$ cat src/rtl/hls_macc_arb.sv
// Two-requester round-robin front end for an HLS ap_ctrl_hs core with o1/o2 ap_vld outputs.
// Optional watchdog enabled by defining HLS_MACC_ARB_TIMEOUT_EN (uses parameter TIMEOUT).
module hls_macc_arb #(
    parameter int DW      = 32,
    parameter int TIMEOUT = 1024
) (
    input  logic            ap_clk,
    input  logic            ap_rst,
    input  logic [1:0]      req_valid,
    output logic [1:0]      req_ready,
    input  logic [5*DW-1:0] req_data0,
    input  logic [5*DW-1:0] req_data1,
    output logic            rsp_valid,
    input  logic            rsp_ready,
    output logic            rsp_id,
    output logic [DW-1:0]   rsp_o1,
    output logic [DW-1:0]   rsp_o2,
    output logic            rsp_err,
    output logic            core_start,
    input  logic            core_ready,
    input  logic            core_done,
    input  logic            core_idle,
    output logic [5*DW-1:0] core_ops,
    input  logic [DW-1:0]   core_o1,
    input  logic            core_o1_vld,
    input  logic [DW-1:0]   core_o2,
    input  logic            core_o2_vld
);

    typedef enum logic [1:0] {
        ST_IDLE  = 2'd0,
        ST_ISSUE = 2'd1,
        ST_WAIT  = 2'd2,
        ST_RESP  = 2'd3
    } state_t;

    state_t          state_r;
    logic            last_r;
    logic            win_s;
    logic [1:0]      grant_s;
    logic            hs_s;
    logic            done_now_s;
    logic            timeout_hit_s;
    logic [5*DW-1:0] ops_s;

`ifdef HLS_MACC_ARB_TIMEOUT_EN
    localparam int CW = $clog2(TIMEOUT + 1);
    logic [CW-1:0] cnt_r;
`endif

    // Round-robin winner selection and the IDLE-only one-hot grant.
    always_comb begin
        win_s   = 1'b0;
        grant_s = 2'b00;
        case (req_valid)
            2'b01:   win_s = 1'b0;
            2'b10:   win_s = 1'b1;
            2'b11:   win_s = ~last_r;
            default: win_s = 1'b0;
        endcase
        if ((state_r == ST_IDLE) && core_idle && !ap_rst && (req_valid != 2'b00)) begin
            grant_s = win_s ? 2'b10 : 2'b01;
        end else begin
            grant_s = 2'b00;
        end
    end

    assign req_ready = grant_s;
    assign hs_s      = |(req_valid & grant_s);
    assign ops_s     = win_s ? req_data1 : req_data0;

    // Completion requires ap_ready in ISSUE; in WAIT ap_ready has already been seen.
    always_comb begin
        done_now_s    = 1'b0;
        timeout_hit_s = 1'b0;
        if (state_r == ST_ISSUE) begin
            done_now_s = core_ready & core_done;
        end else begin
            done_now_s = core_done;
        end
`ifdef HLS_MACC_ARB_TIMEOUT_EN
        timeout_hit_s = (cnt_r == CW'(TIMEOUT - 1));
`else
        timeout_hit_s = 1'b0;
`endif
    end

    // Control FSM with registered handshake, core and result outputs.
    always_ff @(posedge ap_clk) begin
        if (ap_rst) begin
            state_r    <= ST_IDLE;
            last_r     <= 1'b1;
            core_start <= 1'b0;
            rsp_valid  <= 1'b0;
            rsp_err    <= 1'b0;
            rsp_id     <= 1'b0;
            rsp_o1     <= {DW{1'b0}};
            rsp_o2     <= {DW{1'b0}};
            core_ops   <= {(5*DW){1'b0}};
`ifdef HLS_MACC_ARB_TIMEOUT_EN
            cnt_r      <= {CW{1'b0}};
`endif
        end else begin
            case (state_r)
                ST_IDLE: begin
                    if (hs_s) begin
                        core_ops   <= ops_s;
                        rsp_id     <= win_s;
                        last_r     <= win_s;
                        rsp_o1     <= {DW{1'b0}};
                        rsp_o2     <= {DW{1'b0}};
                        rsp_err    <= 1'b0;
                        core_start <= 1'b1;
                        state_r    <= ST_ISSUE;
`ifdef HLS_MACC_ARB_TIMEOUT_EN
                        cnt_r      <= {CW{1'b0}};
`endif
                    end else begin
                        state_r <= ST_IDLE;
                    end
                end
                ST_ISSUE, ST_WAIT: begin
                    if (core_o1_vld) begin
                        rsp_o1 <= core_o1;
                    end
                    if (core_o2_vld) begin
                        rsp_o2 <= core_o2;
                    end
`ifdef HLS_MACC_ARB_TIMEOUT_EN
                    cnt_r <= cnt_r + CW'(1);
`endif
                    if (done_now_s) begin
                        core_start <= 1'b0;
                        rsp_valid  <= 1'b1;
                        state_r    <= ST_RESP;
                    end else if (timeout_hit_s) begin
                        core_start <= 1'b0;
                        rsp_valid  <= 1'b1;
                        rsp_err    <= 1'b1;
                        state_r    <= ST_RESP;
                    end else if ((state_r == ST_ISSUE) && core_ready) begin
                        core_start <= 1'b0;
                        state_r    <= ST_WAIT;
                    end else begin
                        state_r <= state_r;
                    end
                end
                ST_RESP: begin
                    if (rsp_ready) begin
                        rsp_valid <= 1'b0;
                        state_r   <= ST_IDLE;
                    end else begin
                        state_r <= ST_RESP;
                    end
                end
                default: begin
                    state_r <= ST_IDLE;
                end
            endcase
        end
    end

endmodule
$ cat config.mk
export PLATFORM = sky130hd
export DESIGN_NAME = hls_macc_arb
export DESIGN_NICKNAME = d
export VERILOG_FILES = /design/src/rtl/hls_macc_arb.sv
export SDC_FILE = /design/constraint.sdc
export NUM_CORES = 1
export LEC_CHECK = 0
export CELL_PAD_IN_SITES_DETAIL_PLACEMENT = 0
export CELL_PAD_IN_SITES_GLOBAL_PLACEMENT = 2
export CORE_AREA = 2 2 246 248
export CTS_CLUSTER_SIZE = 14
export DETAILED_ROUTE_END_ITERATION = 10
export DIE_AREA = 0 0 248 250
export PLACE_DENSITY_LB_ADDON = 0.1
export SYNTH_ARGS = -nofsm -noshare
export SYNTH_HDL_FRONTEND = slang
export SYNTH_SLANG_ARGS = --single-unit
export TNS_END_PERCENT = 30
$ cat constraint.sdc
create_clock -name ap_clk -period 2.5 [get_ports ap_clk]
set_input_delay 0.25 -clock ap_clk [delete_from_list [all_inputs] [get_ports ap_clk]]
set_output_delay 0.25 -clock ap_clk [all_outputs]
set_load 0.05 [all_outputs]
==> metrics.md <==
| Metric | Value |
|---|---|
| Outcome | `finished clean` |
| Number of violations reported at the end of detailed-routing iteration 0 | `320` |
| Transition at the pin with the smallest max-transition slack | `0.930 ns` |
| Placed cell areas | `16000 µm²` |
| Final cell utilization of the core | `28.8%` |
| Fin crit share | `93.4%` |
| Non-filler instance count after layout | `2158` |
| Area share of the largest cell type after synthesis | `52.4%` |
| Final Total Pwr | `12.5 mW` |
| I/O Buffers | `622` |
| Maximum number of pins on one net before global-route repair | `76` |
| Clock latency on the worst-skew pair | `0.53 ns` |
| Critical path capture point type | `primary output` |
| Final routed DRC violation total | `0` |
| Worst EP required | `2.25 ns` |
| X dimension of the die | `248 µm` |
| Number of antenna violations at the first check in global routing | `11` |
| Setup repair after global routing missed its margin | `no` |
| Sum of routed wire length over all layers | `48500 µm` |
| Post-placement setup slack | `0.185 ns` |
| Commonest cells in the netlist | `230 x sky130_fd_sc_hd__dfxtp_1, 160 x sky130_fd_sc_hd__a221o_1, 160 x sky130_fd_sc_hd__nor3b_1, 65 x sky130_fd_sc_hd__a22o_1, 38 x sky130_fd_sc_hd__clkbuf_1` |
| Clock tree from TritonCTS | `done` |
| Placement Rows | `90` |
| Leak Pwr | `6.06 nW` |
| HPWL after detailed placement | `35100 µm` |
| Worst Hold Class | `input port to flop` |
| Worst Clk Skew | `0.0144 ns` |
| Clock period minus final worst setup slack | `2.34 ns` |
| Cells after synthesis | `753` |
| Rel. slew slack | `38.0%` |
| Critical-path maximum fanout | `32` |
| Cell count after placement | `2093` |
| Number of unique standard cell types used by synthesis | `36` |
| Global placer's final weighted congestion | `0.746` |
| Average size of a mapped cell | `11.7 µm²` |
| Final design area excluding fillers | `17100 µm²` |
| Number of synthesized flops with an enable pin | `0` |
| Via density per instance | `4.16` |
| Total power per unit cell area | `728 nW/µm²` |
| CTS Buf Count | `34` |
| Final nets | `1745` |
| Proportion of synthesized chip area in sequential cells | `52.4%` |
| Antenna Nets Post-Route | `0` |
| Layout area overhead | `95.0%` |
| Number of warnings issued by yosys | `0` |
| Max Transition Viols Final | `0` |
| Global-route usage over all layers | `15.0%` |
| Max Clk Rate | `428 MHz` |
| Final WS setup | `0.165 ns` |
| Core area | `59600 µm²` |
| First-pass GRT wire length | `68100 µm` |
| Clk sinks | `230` |
| Worst R2R Path Depth | `6` |
| Post-CTS Hold Buffers | `0` |
| Number of cells traversed by the worst hold path | `4` |
| Fraction of final layout cells sized beyond drive strength 1 | `6.42%` |
| Maximum count of clock buffers along a single path | `3` |
| Hold Vio Cnt, Final | `0` |
| Most common cell in the synthesized netlist | `sky130_fd_sc_hd__dfxtp_1` |
| Clock transition at path regs | `0.06 ns` |
| H-tree levels | `2` |
| Vertical die dimension | `250 µm` |
| Yosys top cell by area | `sky130_fd_sc_hd__dfxtp_1` |
| Total number of vias | `8968` |
| Final setup violation count | `0` |
| Share of synthesized flip-flops with an asynchronous set or reset | `0%` |
| Synthesized cell area | `8790 µm²` |
| Synth top area cells | `sky130_fd_sc_hd__dfxtp_1 52%, sky130_fd_sc_hd__a221o_1 18%, sky130_fd_sc_hd__nor3b_1 14%` |
| Maximum vdd ir drop | `0.000408 V` |
| Top FF cell, synth | `sky130_fd_sc_hd__dfxtp_1` |
| IO Pins | `624` |
| DIE AREA | `62000 µm²` |
| Overflow after GRT | `0` |
| Critical path data arrival time | `2.09 ns` |
| Critical setup path kind | `flop to primary output` |
| Max_cap viols | `0` |
| Fill count | `6166` |
| Element type at the critical path start | `flop` |
| Synthesized Nets | `1151` |
| Vias in the first global route | `9347` |
| FF+latch count, synth | `230` |
| Clock Root Buffer | `sky130_fd_sc_hd__clkbuf_16` |
| Initial Util | `14.7%` |
| Average routed wire per standard cell | `22.5 µm` |
| Number of iterations in the first detailed-routing pass | `4` |
[registers in the layout (all words and copies together) (netlist names)]
| name | flops |
|---|---|
| last_r | 1 |
| rsp_id | 1 |
| rsp_o1 | 32 |
| core_ops | 160 |
| rsp_valid | 1 |
| rsp_o2 | 32 |
| state_r | 2 |
| core_start | 1 |
[what timing repair did]
action,CTS,global route
gates resized for setup,3,2
hold endpoints to repair,0,0
cloned,0,0
buffers inserted,0,0
setup endpoints to repair,2,2
[cell families after synthesis]
logic type / after synthesis / synth area share [%]
flip-flops: 230 / 52.4
AND/OR/NAND/NOR: 181 / 15.0
other: 1 / 0.0427
multiplexers: 2 / 0.242
adder cells (fa/ha/maj): 4 / 0.570
AO/OA/AOI/OAI: 243 / 26.4
buffers and inverters: 92 / 5.35
[where the power goes]
part           internal, mW  switching (mW)
clock                  3.07            1.91
sequential             3.98           0.148
combinational          1.48            1.89
total                  8.52            3.94
[critical path, stage by stage, from the launching register on]
cell and delay [ns]:
sky130_fd_sc_hd__dfxtp_1 0.31, sky130_fd_sc_hd__inv_1 0.12, sky130_fd_sc_hd__ha_2 0.24, sky130_fd_sc_hd__and3b_1 0.21
sky130_fd_sc_hd__nand3_2 0.15, sky130_fd_sc_hd__inv_6 0.13, sky130_fd_sc_hd__buf_12 0.21, sky130_fd_sc_hd__buf_12 0.16
[per-stage QoR]
step | hold slack [ns] | TNS [ns]
floorplan | 0.361 | 0
global route | 0.258 | 0
global placement | 0.445 | 0
CTS | 0.214 | -0.00648
detailed placement | 0.453 | 0
finish | 0.238 | 0
[routing by layer]
| metal | global-route usage [%] | vias up | share of wire [%] |
|---|---|---|---|
| met3 | 4.90 | 50 | 7.3 |
| li1 | - | 4220 | - |
| met1 | 16.3 | 4385 | 37 |
| met2 | 27.4 | 301 | 54 |
| met4 | 4.21 | 12 | 1.5 |
| met5 | 0 | - | 0.16 |
[path summary, 6_finish.rpt]
kind                                               from                         to  slack, ns
worst max-delay path            state_r[1]$_SDFFE_PP0P_               req_ready[1]       0.16
worst min-delay path                             ap_rst        last_r$_SDFFE_PP1P_       0.24
worst min register to register      rsp_id$_SDFFE_PP0P_        rsp_id$_SDFFE_PP0P_       0.46
worst max register to register  state_r[1]$_SDFFE_PP0P_  core_ops[64]$_SDFFE_PP0P_       0.33
[placed cells by master (no fill, tap or decap), types with 2 or more instances in the layout]
cell                              synthesis  layout
sky130_fd_sc_hd__clkdlybuf4s50_1          0     619
sky130_fd_sc_hd__dfxtp_1                230     230
sky130_fd_sc_hd__nor3b_1                160     160
sky130_fd_sc_hd__a221o_1                160     160
sky130_fd_sc_hd__a22o_1                  65      65
sky130_fd_sc_hd__clkbuf_16                0      37
sky130_fd_sc_hd__buf_12                   0      17
sky130_fd_sc_hd__clkbuf_1                38       9
sky130_fd_sc_hd__buf_4                    2       7
sky130_fd_sc_hd__nand2b_1                 6       6
sky130_fd_sc_hd__clkinv_2                 0       6
sky130_fd_sc_hd__clkbuf_8                 0       6
sky130_fd_sc_hd__diode_2                  0       5
sky130_fd_sc_hd__inv_1                    5       5
sky130_fd_sc_hd__nand2_1                  4       4
sky130_fd_sc_hd__nor2b_1                  4       4
sky130_fd_sc_hd__nor2_1                   3       3
sky130_fd_sc_hd__ha_1                     4       3
sky130_fd_sc_hd__o21ai_0                  2       2
sky130_fd_sc_hd__a211oi_4                 0       2
sky130_fd_sc_hd__a221oi_4                 0       2
sky130_fd_sc_hd__a311oi_1                 2       2
sky130_fd_sc_hd__a21oi_1                  2       2
sky130_fd_sc_hd__bufinv_16                0       2
[area by class of cell]
cell class / count / area, µm² / area share, %
Sequential cell: 230 / 4600 / 26.9
Tap cell: 782 / 978 / 5.71
Timing Repair Buffer: 644 / 6600 / 38.5
Clock inverter: 8 / 90.1 / 0.526
Antenna cell: 5 / 12.5 / 0.0730
Inverter: 6 / 27.5 / 0.161
Clock buffer: 52 / 1040 / 6.08
Multi-Input combinational cell: 431 / 3780 / 22.1
(Power assumes the default switching activity.)
